--- config.mk ---
export PLATFORM = sky130hd
export DESIGN_NAME = cam_init_seq
export DESIGN_NICKNAME = d
export VERILOG_FILES = /design/src/rtl/cam_init_seq.sv
export SDC_FILE = /design/constraint.sdc
export NUM_CORES = 1
export LEC_CHECK = 0
export ABC_CLOCK_PERIOD_IN_PS = 3340
export CORE_ASPECT_RATIO = 1.75
export CORE_MARGIN = 2
export CORE_UTILIZATION = 56
export CTS_CLUSTER_DIAMETER = 150
export DETAILED_ROUTE_END_ITERATION = 12
export HOLD_SLACK_MARGIN = 0.08
export PLACE_DENSITY = 0.91
export SLEW_MARGIN = 30
export SYNTH_ARGS = -nofsm -noshare
export SYNTH_HDL_FRONTEND = slang
export SYNTH_SLANG_ARGS = --single-unit
--- constraint.sdc ---
create_clock -name i_clk -period 3.34 [get_ports i_clk]
set_input_delay 0.501 -clock i_clk [delete_from_list [all_inputs] [get_ports i_clk]]
set_output_delay 0.501 -clock i_clk [all_outputs]
set_load 0.01 [all_outputs]
--- src/rtl/cam_init_seq.sv ---
// cam_init_seq: walks a ROM table of {reg_addr, reg_data} entries and programs a
// camera sensor over an SCCB master. Table entry kinds:
//   addr all-ones, data all-ones  -> END (sequence complete)
//   addr all-ones, data N         -> DELAY of N * DELAY_UNIT_US microseconds
//   anything else                 -> register WRITE, re-issued on NACK up to MAX_RETRY times
// Optional feature: define CAM_INIT_READBACK_EN to read back every acked write and
// count data mismatches in o_mismatch_cnt (tied to 0 otherwise).
module cam_init_seq #(
    parameter int         CLK_F         = 100_000_000,
    parameter int         ROM_AW        = 8,
    parameter int         REG_AW        = 8,
    parameter int         REG_DW        = 8,
    parameter logic [7:0] DEV_ID        = 8'h42,
    parameter int         MAX_RETRY     = 3,
    parameter int         DELAY_UNIT_US = 1000
) (
    input  logic                     i_clk,
    input  logic                     i_rst_n,
    input  logic                     i_start,
    input  logic                     i_abort,
    output logic [ROM_AW-1:0]        o_rom_addr,
    input  logic [REG_AW+REG_DW-1:0] i_rom_data,
    output logic                     o_sccb_start,
    output logic                     o_sccb_rw,
    output logic [7:0]               o_sccb_dev,
    output logic [REG_AW-1:0]        o_sccb_addr,
    output logic [REG_DW-1:0]        o_sccb_wdata,
    input  logic                     i_sccb_ready,
    input  logic                     i_sccb_done,
    input  logic                     i_sccb_ack,
    input  logic [REG_DW-1:0]        i_sccb_rdata,
    output logic                     o_busy,
    output logic                     o_done,
    output logic                     o_error,
    output logic [ROM_AW-1:0]        o_err_index,
    output logic [ROM_AW-1:0]        o_mismatch_cnt
);

    // Delay timer sizing, done in 64 bits so DELAY_UNIT_US * CLK_F cannot overflow.
    localparam longint unsigned DU           = longint'(DELAY_UNIT_US);
    localparam longint unsigned CF           = longint'(CLK_F);
    localparam longint unsigned CYC_PER_UNIT = (DU * CF) / 64'd1_000_000;
    localparam longint unsigned DLY_MAX      = CYC_PER_UNIT * ((64'd1 << REG_DW) - 64'd1);
    localparam int              TMR_W        = (DLY_MAX < 64'd2) ? 1 : $clog2(DLY_MAX + 64'd1);
    // Fetch/decode of the delay entry and of the entry after it take cycles of their
    // own; trimming them from the load keeps the observed pause close to nominal.
    localparam longint unsigned DLY_ADJ      = 64'd4;
    localparam int              RC_W         = (MAX_RETRY < 1) ? 1 : $clog2(MAX_RETRY + 1);

    typedef enum logic [2:0] {
        IDLE, FETCH, DECODE, ISSUE, WAIT, DELAY, DONE, ERROR
    } state_t;

    state_t            state;
    logic [ROM_AW-1:0] idx;
    logic [TMR_W-1:0]  timer;
    logic [RC_W-1:0]   retry_cnt;
    logic              abort_pend;

    logic [REG_AW-1:0] rom_reg;
    logic [REG_DW-1:0] rom_val;
    logic [63:0]       dly_full;
    logic [63:0]       dly_load;

    assign {rom_reg, rom_val} = i_rom_data;
    assign o_rom_addr         = idx;
    assign o_sccb_dev         = DEV_ID;
    assign o_busy             = !(state == IDLE || state == DONE || state == ERROR);
    // Start is qualified by ready in the same cycle so a pulse never lands while the
    // master is busy; a pending abort suppresses it so nothing is launched.
    assign o_sccb_start       = (state == ISSUE) && i_sccb_ready && !i_abort;

`ifdef CAM_INIT_READBACK_EN
    logic              rd_phase;
    logic [ROM_AW-1:0] mism_q;
    assign o_mismatch_cnt = mism_q;
`else
    logic rdata_unused;
    assign rdata_unused   = ^i_sccb_rdata;
    assign o_mismatch_cnt = '0;
`endif

    // Delay length in cycles for the entry currently on the ROM bus, never below 1.
    always_comb begin
        dly_full = 64'(rom_val) * CYC_PER_UNIT;
        dly_load = (dly_full > DLY_ADJ) ? (dly_full - DLY_ADJ) : 64'd1;
    end

    // Sequencer: table walk, SCCB handshake, retries, delays, abort and error handling.
    always_ff @(posedge i_clk or negedge i_rst_n) begin
        if (!i_rst_n) begin
            state        <= IDLE;
            idx          <= '0;
            timer        <= '0;
            retry_cnt    <= '0;
            abort_pend   <= 1'b0;
            o_sccb_rw    <= 1'b0;
            o_sccb_addr  <= '0;
            o_sccb_wdata <= '0;
            o_done       <= 1'b0;
            o_error      <= 1'b0;
            o_err_index  <= '0;
`ifdef CAM_INIT_READBACK_EN
            rd_phase     <= 1'b0;
            mism_q       <= '0;
`endif
        end else begin
            case (state)
                IDLE, DONE, ERROR: begin
                    if (i_start && !i_abort) begin
                        o_done      <= 1'b0;
                        o_error     <= 1'b0;
                        o_err_index <= '0;
                        idx         <= '0;
                        abort_pend  <= 1'b0;
                        state       <= FETCH;
`ifdef CAM_INIT_READBACK_EN
                        mism_q      <= '0;
`endif
                    end
                end
                FETCH: begin
                    // ROM address is already idx; data shows up next cycle.
                    state <= i_abort ? IDLE : DECODE;
                end
                DECODE: begin
                    if (i_abort) begin
                        state <= IDLE;
                    end else begin
                        retry_cnt <= '0;
                        o_sccb_rw <= 1'b0;
`ifdef CAM_INIT_READBACK_EN
                        rd_phase  <= 1'b0;
`endif
                        if (rom_reg == '1) begin
                            if (rom_val == '1) begin
                                state  <= DONE;
                                o_done <= 1'b1;
                            end else if (rom_val == '0) begin
                                if (idx == '1) begin
                                    state       <= ERROR;
                                    o_error     <= 1'b1;
                                    o_err_index <= '1;
                                end else begin
                                    idx   <= idx + 1'b1;
                                    state <= FETCH;
                                end
                            end else begin
                                timer <= TMR_W'(dly_load);
                                state <= DELAY;
                            end
                        end else begin
                            o_sccb_addr  <= rom_reg;
                            o_sccb_wdata <= rom_val;
                            state        <= ISSUE;
                        end
                    end
                end
                ISSUE: begin
                    if (i_abort)
                        state <= IDLE;
                    else if (i_sccb_ready)
                        state <= WAIT;
                end
                WAIT: begin
                    // An abort here is remembered; the bus transfer always finishes.
                    if (i_abort)
                        abort_pend <= 1'b1;
                    if (i_sccb_done) begin
                        if (abort_pend || i_abort) begin
                            abort_pend <= 1'b0;
                            state      <= IDLE;
                        end else if (i_sccb_ack) begin
`ifdef CAM_INIT_READBACK_EN
                            if (!rd_phase) begin
                                rd_phase  <= 1'b1;
                                o_sccb_rw <= 1'b1;
                                state     <= ISSUE;
                            end else begin
                                if (i_sccb_rdata != o_sccb_wdata && mism_q != '1)
                                    mism_q <= mism_q + 1'b1;
                                if (idx == '1) begin
                                    state       <= ERROR;
                                    o_error     <= 1'b1;
                                    o_err_index <= '1;
                                end else begin
                                    idx   <= idx + 1'b1;
                                    state <= FETCH;
                                end
                            end
`else
                            if (idx == '1) begin
                                state       <= ERROR;
                                o_error     <= 1'b1;
                                o_err_index <= '1;
                            end else begin
                                idx   <= idx + 1'b1;
                                state <= FETCH;
                            end
`endif
                        end else if (retry_cnt < RC_W'(MAX_RETRY)) begin
                            retry_cnt <= retry_cnt + 1'b1;
                            state     <= ISSUE;
                        end else begin
                            state       <= ERROR;
                            o_error     <= 1'b1;
                            o_err_index <= idx;
                        end
                    end
                end
                DELAY: begin
                    if (i_abort) begin
                        state <= IDLE;
                    end else if (timer <= TMR_W'(1)) begin
                        if (idx == '1) begin
                            state       <= ERROR;
                            o_error     <= 1'b1;
                            o_err_index <= '1;
                        end else begin
                            idx   <= idx + 1'b1;
                            state <= FETCH;
                        end
                    end else begin
                        timer <= timer - 1'b1;
                    end
                end
                default: state <= IDLE;
            endcase
        end
    end

endmodule

==> flow_summary_export.csv, run 1 <==
group,metric,value,unit
placement,portBuffers,58,
die,die_w,79.8,um
synthesis,synthCells,656,
synthesis,synthXorXnorAreaFrac,4.67,%
synthesis,netlist_top_cells_area,"dfrtp_1, ha_1, o21ai_0, fa_1, nand2_1",
outcome,firstError,"[ERROR GRT-0232] Routing congestion too high. Check the congestion heatmap in the GUI.",
die,placement_rows,48,
timing,worst_endpoint,"timer[24]$_DFFE_PN0P_/D",
die,start_util,57.1,%
clock_network,cts_root_buf,"clkbuf_16",
synthesis,synthSimpleGateAreaFrac,21.3,%
die,die_h,137,um
synthesis,synth-main-ff-cell,"dfrtp_1",
global_route,overflow,2,
placement,dp_cells,941,
placement,dpl_cell_area,0.00732,sq mm
timing,worst_path_end_type,"sequential cell input",
placement,dp_hpwl,14900,um
global_route,grt_usage,59.4,%
synthesis,yosysUniqueCellTypes,66,
synthesis,synthArstFlopShare,100,%
outcome,status,"did not finish",
synthesis,synth_edf_count,0,
placement,detailedPlace.worstSlack,-1.96,ns
synthesis,synth_top_area_share,28.9,%
synthesis,syn_avg_cell_area,8.58,sq um
synthesis,synth-adder-area-share,18.2,%
synthesis,synth_compound_area_share,20.0,%
clock_network,clock_sinks,65,
synthesis,netlist_area,0.00563,sq mm
placement,gp_congestion,1.00,
synthesis,synth_warnings,0,
synthesis,muxShareOfSynthArea,1.78,%
clock_network,cts_buffers,9,
synthesis,synth_top_family_by_area,"simple AND/OR/NAND/NOR gates",
synthesis,synth_top_cells_by_count,"o21ai_0, dfrtp_1, ha_1, nand2_1, nor2_1",
clock_network,htree_levels,3,
outcome,lastStage,"global routing",
global_route,grt_max_degree,47,
synthesis,synth_most_common_cell,"o21ai_0",
clock_network,cts_buffer_depth,2,
synthesis,ys_seq_area_share,28.9,%
synthesis,yosysTopAreaCell,"dfrtp_1",
synthesis,ys_seq_elements,65,
die,ios,84,
[metal layers]
| metal | GRT usage [%] | overflow |
|---|---|---|
| met5 | 2.50 | 0 |
| met1 | 52.2 | 0 |
| met2 | 87.1 | 1 |
| met4 | 65.3 | 1 |
| met3 | 35.0 | 0 |
[cells by family after synthesis]
family	Yosys count
compound gates	187
xor+xnor	30
fa+ha+maj	75
buf+inv	57
flops	65
mux	9
other cells	2
simple gates	231
[per-stage QoR]
step | setup TNS [ns] | utilization, % | hold WS [ns]
2_1_floorplan | -22.01 | - | 0.205
3_3_place_gp | -41.19 | 74.4 | 0.461
3_5_place_dp | -45.65 | 74.4 | 0.470
4_1_cts | -20.47 | 83.0 | 0.369
[repair_timing]
| action | in CTS |
|---|---|
| setup endpoints to repair | 24 |
| resized for setup | 111 |
| pin swaps | 41 |
| buffers inserted | 16 |
| hold buffers | 0 |
| cloned | 3 |
==> run 2, diff against run 1 <==
--- a/config.mk
+++ b/config.mk
@@ -6,13 +6,10 @@
 export NUM_CORES = 1
 export LEC_CHECK = 0
 export ABC_CLOCK_PERIOD_IN_PS = 3340
-export CORE_ASPECT_RATIO = 1.75
 export CORE_MARGIN = 2
-export CORE_UTILIZATION = 56
-export CTS_CLUSTER_DIAMETER = 150
+export CORE_UTILIZATION = 40
 export DETAILED_ROUTE_END_ITERATION = 12
-export HOLD_SLACK_MARGIN = 0.08
-export PLACE_DENSITY = 0.91
+export PLACE_DENSITY_LB_ADDON = 0.15
 export SLEW_MARGIN = 30
 export SYNTH_ARGS = -nofsm -noshare
 export SYNTH_HDL_FRONTEND = slang
==> run 2 against run 1 <==
  * The flow now finishes, with violations (setup timing)
  * Synthesized area stayed put
  * Synthesized cell count stayed put
==> flow_summary_export.csv, run 2 <==
group,metric,value,unit
timing,slew-limit-headroom,58.3,%
timing,fin_skew,0.0111,ns
timing,worst_pin_slew,0.609,ns
synthesis,netlist_top_cells_area,"dfrtp_1, ha_1, o21ai_0, fa_1, nand2_1",
timing,postLayoutSetupSlackWorst,-0.889,ns
clock_network,path_clk_slew,0.06,ns
worst_setup_path,endpoint_kind,"flop",
synthesis,synth-main-ff-cell,"dfrtp_1",
cells_and_area,layout_common_cells,"buf_4, dfrtp_1, nand2_1, o21ai_0, clkdlybuf4s50_1",
pwr,p_leak,3.61,nW
timing,setup_viol,24,
synthesis,ys_seq_elements,65,
worst_setup_path,r2r_slack,0.23,ns
placement,dp_cells,989,
outcome,violations,"setup timing",
clock_network,clock_sinks,65,
clock_network,cts_buffer_depth,2,
cells_and_area,final_nets,944,
placement,portBuffers,58,
clock_network,worstSkewPairLatency,0.34,ns
synthesis,synth_top_area_share,28.9,%
route,dr.first_iter.drc_count,268,
worst_setup_path,reg2regPathDepth,10,
synthesis,synth_warnings,0,
route,drcViolationCount,0,
worst_setup_path,critPathRequiredTime,3.55,ns
synthesis,synth_top_cells_by_count,"o21ai_0, dfrtp_1, ha_1, nand2_1, nor2_1",
synthesis,syn_avg_cell_area,8.58,sq um
global_route,overflow,0,
die,start_util,40.7,%
route,vias_per_cell,5.37,
global_route,grt_max_degree,49,
timing,rsz0062_at_grt,"yes",
die,die_w,123,um
clock_network,htree_levels,3,
run,maxCapViolCount,0,
synthesis,yosysUniqueCellTypes,66,
cells_and_area,largest_register_ffs,25,
synthesis,ys_seq_area_share,28.9,%
cells_and_area,mostFrequentLayoutCell,"buf_4",
synthesis,netlist_area,0.00563,sq mm
die,core,0.0138,sq mm
cells_and_area,fillCellCount,1199,
global_route,grt_pass1_wl,26400,um
cells_and_area,stdcell_count,1024,
clock_network,cts_tree,"built",
synthesis,synth_edf_count,0,
route,dr_total_vias,5497,
global_route,grt_pass1_vias,5552,
hold_path,hold_path.class,"in -> async",
pwr,irDropWorstVdd,0.344,mV
die,ios,84,
pwr,p_per_area,741,mW/mm^2
timing,finalMaxSlewViolations,0,
die,design.die.area,0.0150,sq mm
worst_setup_path,startpoint_type,"input pin",
synthesis,yosysTopAreaCell,"dfrtp_1",
die,die_h,123,um
synthesis,synthArstFlopShare,100,%
placement,dp_hpwl,12200,um
route,finalWirelength,16100,um
timing,fin_crit_sh,127,%
synthesis,synthCells,656,
worst_setup_path,setup.worst_path.start,"i_rom_data[6]",
global_route,grt_usage,22.4,%
route,postRouteAntennaNets,0,
clock_network,cts_root_buf,"clkbuf_16",
clock_network,cts_buffers,9,
cells_and_area,regMostFlops,"timer",
worst_setup_path,r2r-start,"timer[16]",
die,placement_rows,43,
outcome,status,"complete, but fails checks",
route,wl_per_cell,15.7,um
timing,timing.hold.ws,0.173,ns
timing,hold_viol,0,
worst_setup_path,cp.arrival,4.43,ns
worst_setup_path,crit_type,"in -> reg",
worst_setup_path,critPathMaxFanout,5,
route,drtPass1Iterations,4,
global_route,antenna_found_initial,0,
placement,gp_congestion,0.900,
timing,period_minus_slack,4.23,ns
cells_and_area,area_growth,47.0,%
cells_and_area,diodes,0,
synthesis,synth_most_common_cell,"o21ai_0",
cells_and_area,drive_gt1_share,30.1,%
timing,fmax,236,MHz
worst_setup_path,r2r-end,"timer[19]",
## run 2: layout make-up
class / instances / area, sq um / share of cell area (%)
multi-input cells: 549 / 4300 / 52.0
repair buffers: 195 / 1700 / 20.5
flip-flops and latches: 65 / 1630 / 19.7
well taps: 180 / 225 / 2.72
clock inverters: 6 / 115 / 1.39
clock buffers: 10 / 229 / 2.77
inverters: 19 / 75.1 / 0.908
## run 2: timing repair
action,CTS,global route
hold buffers,0,0
setup buffers,16,3
endpoints found under the setup margin,24,24
resized for setup,93,27
gates cloned,2,1
pin swaps,51,28
## run 2: cells by family after synthesis
group / Yosys count / synth area share [%]
and+or+nand+nor: 231 / 21.3
AOI/OAI and AO/OA: 187 / 20.0
adders and majority gates: 75 / 18.2
DFF: 65 / 28.9
buffers and inverters: 57 / 5.03
xor gates and xnor gates: 30 / 4.67
muxes: 9 / 1.78
other: 2 / 0.133
## run 2: critical path: stages
cell	delay (ns)
buf_12	0.09
clkinvlp_4	0.13
ha_4	0.19
ha_4	0.26
fa_1	0.42
fa_1	0.54
ha_4	0.22
a21o_1	0.21
a311oi_2	0.24
nor2_1	0.08
a311o_1	0.39
xor2_2	0.19
nor4_4	0.22
buf_4	0.18
nand4bb_4	0.14
nand2_4	0.11
buf_12	0.13
buf_12	0.12
o21ai_4	0.06
## run 2: how the worst max path moves through the flow
| stage | slack, ns | endpoint |
|---|---|---|
| 2_1_floorplan | -0.99 | timer[19] |
| 3_3_place_gp | -1.69 | timer[2] |
| 3_5_place_dp | -1.84 | timer[2] |
| 4_1_cts | -0.78 | timer[19] |
| 5_1_grt | -1.03 | timer[21] |
| 6_report | -0.89 | timer[11] |
## run 2: per-layer routing
metal / share of wire (%) / global-route usage [%]
met5: 0 / 0
met4: 2.1 / 7.97
met3: 3.1 / 3.81
met2: 52 / 40.3
met1: 43 / 26.8
## run 2: report_power, final
group / leakage [nW] / switching, mW / internal, mW
clock network: 0.163 / 0.358 / 0.733
registers: 0.829 / 0.282 / 1.07
logic: 2.62 / 1.82 / 1.86
## run 2: metrics by stage
stage	worst slack, ns	power [mW]	instance area, sq um	util (%)	setup TNS [ns]
detailed placement	-1.84	4.52	7340	53.1	-43.05
global route	-1.03	6.58	8270	59.8	-22.95
global placement	-1.69	4.44	7340	53.1	-39.64
floorplan	-0.992	3.24	5890	-	-22.01
finish	-0.889	6.13	8270	59.8	-19.81
CTS	-0.785	5.98	8130	58.8	-17.86
Power figures use the tool's default switching activity.
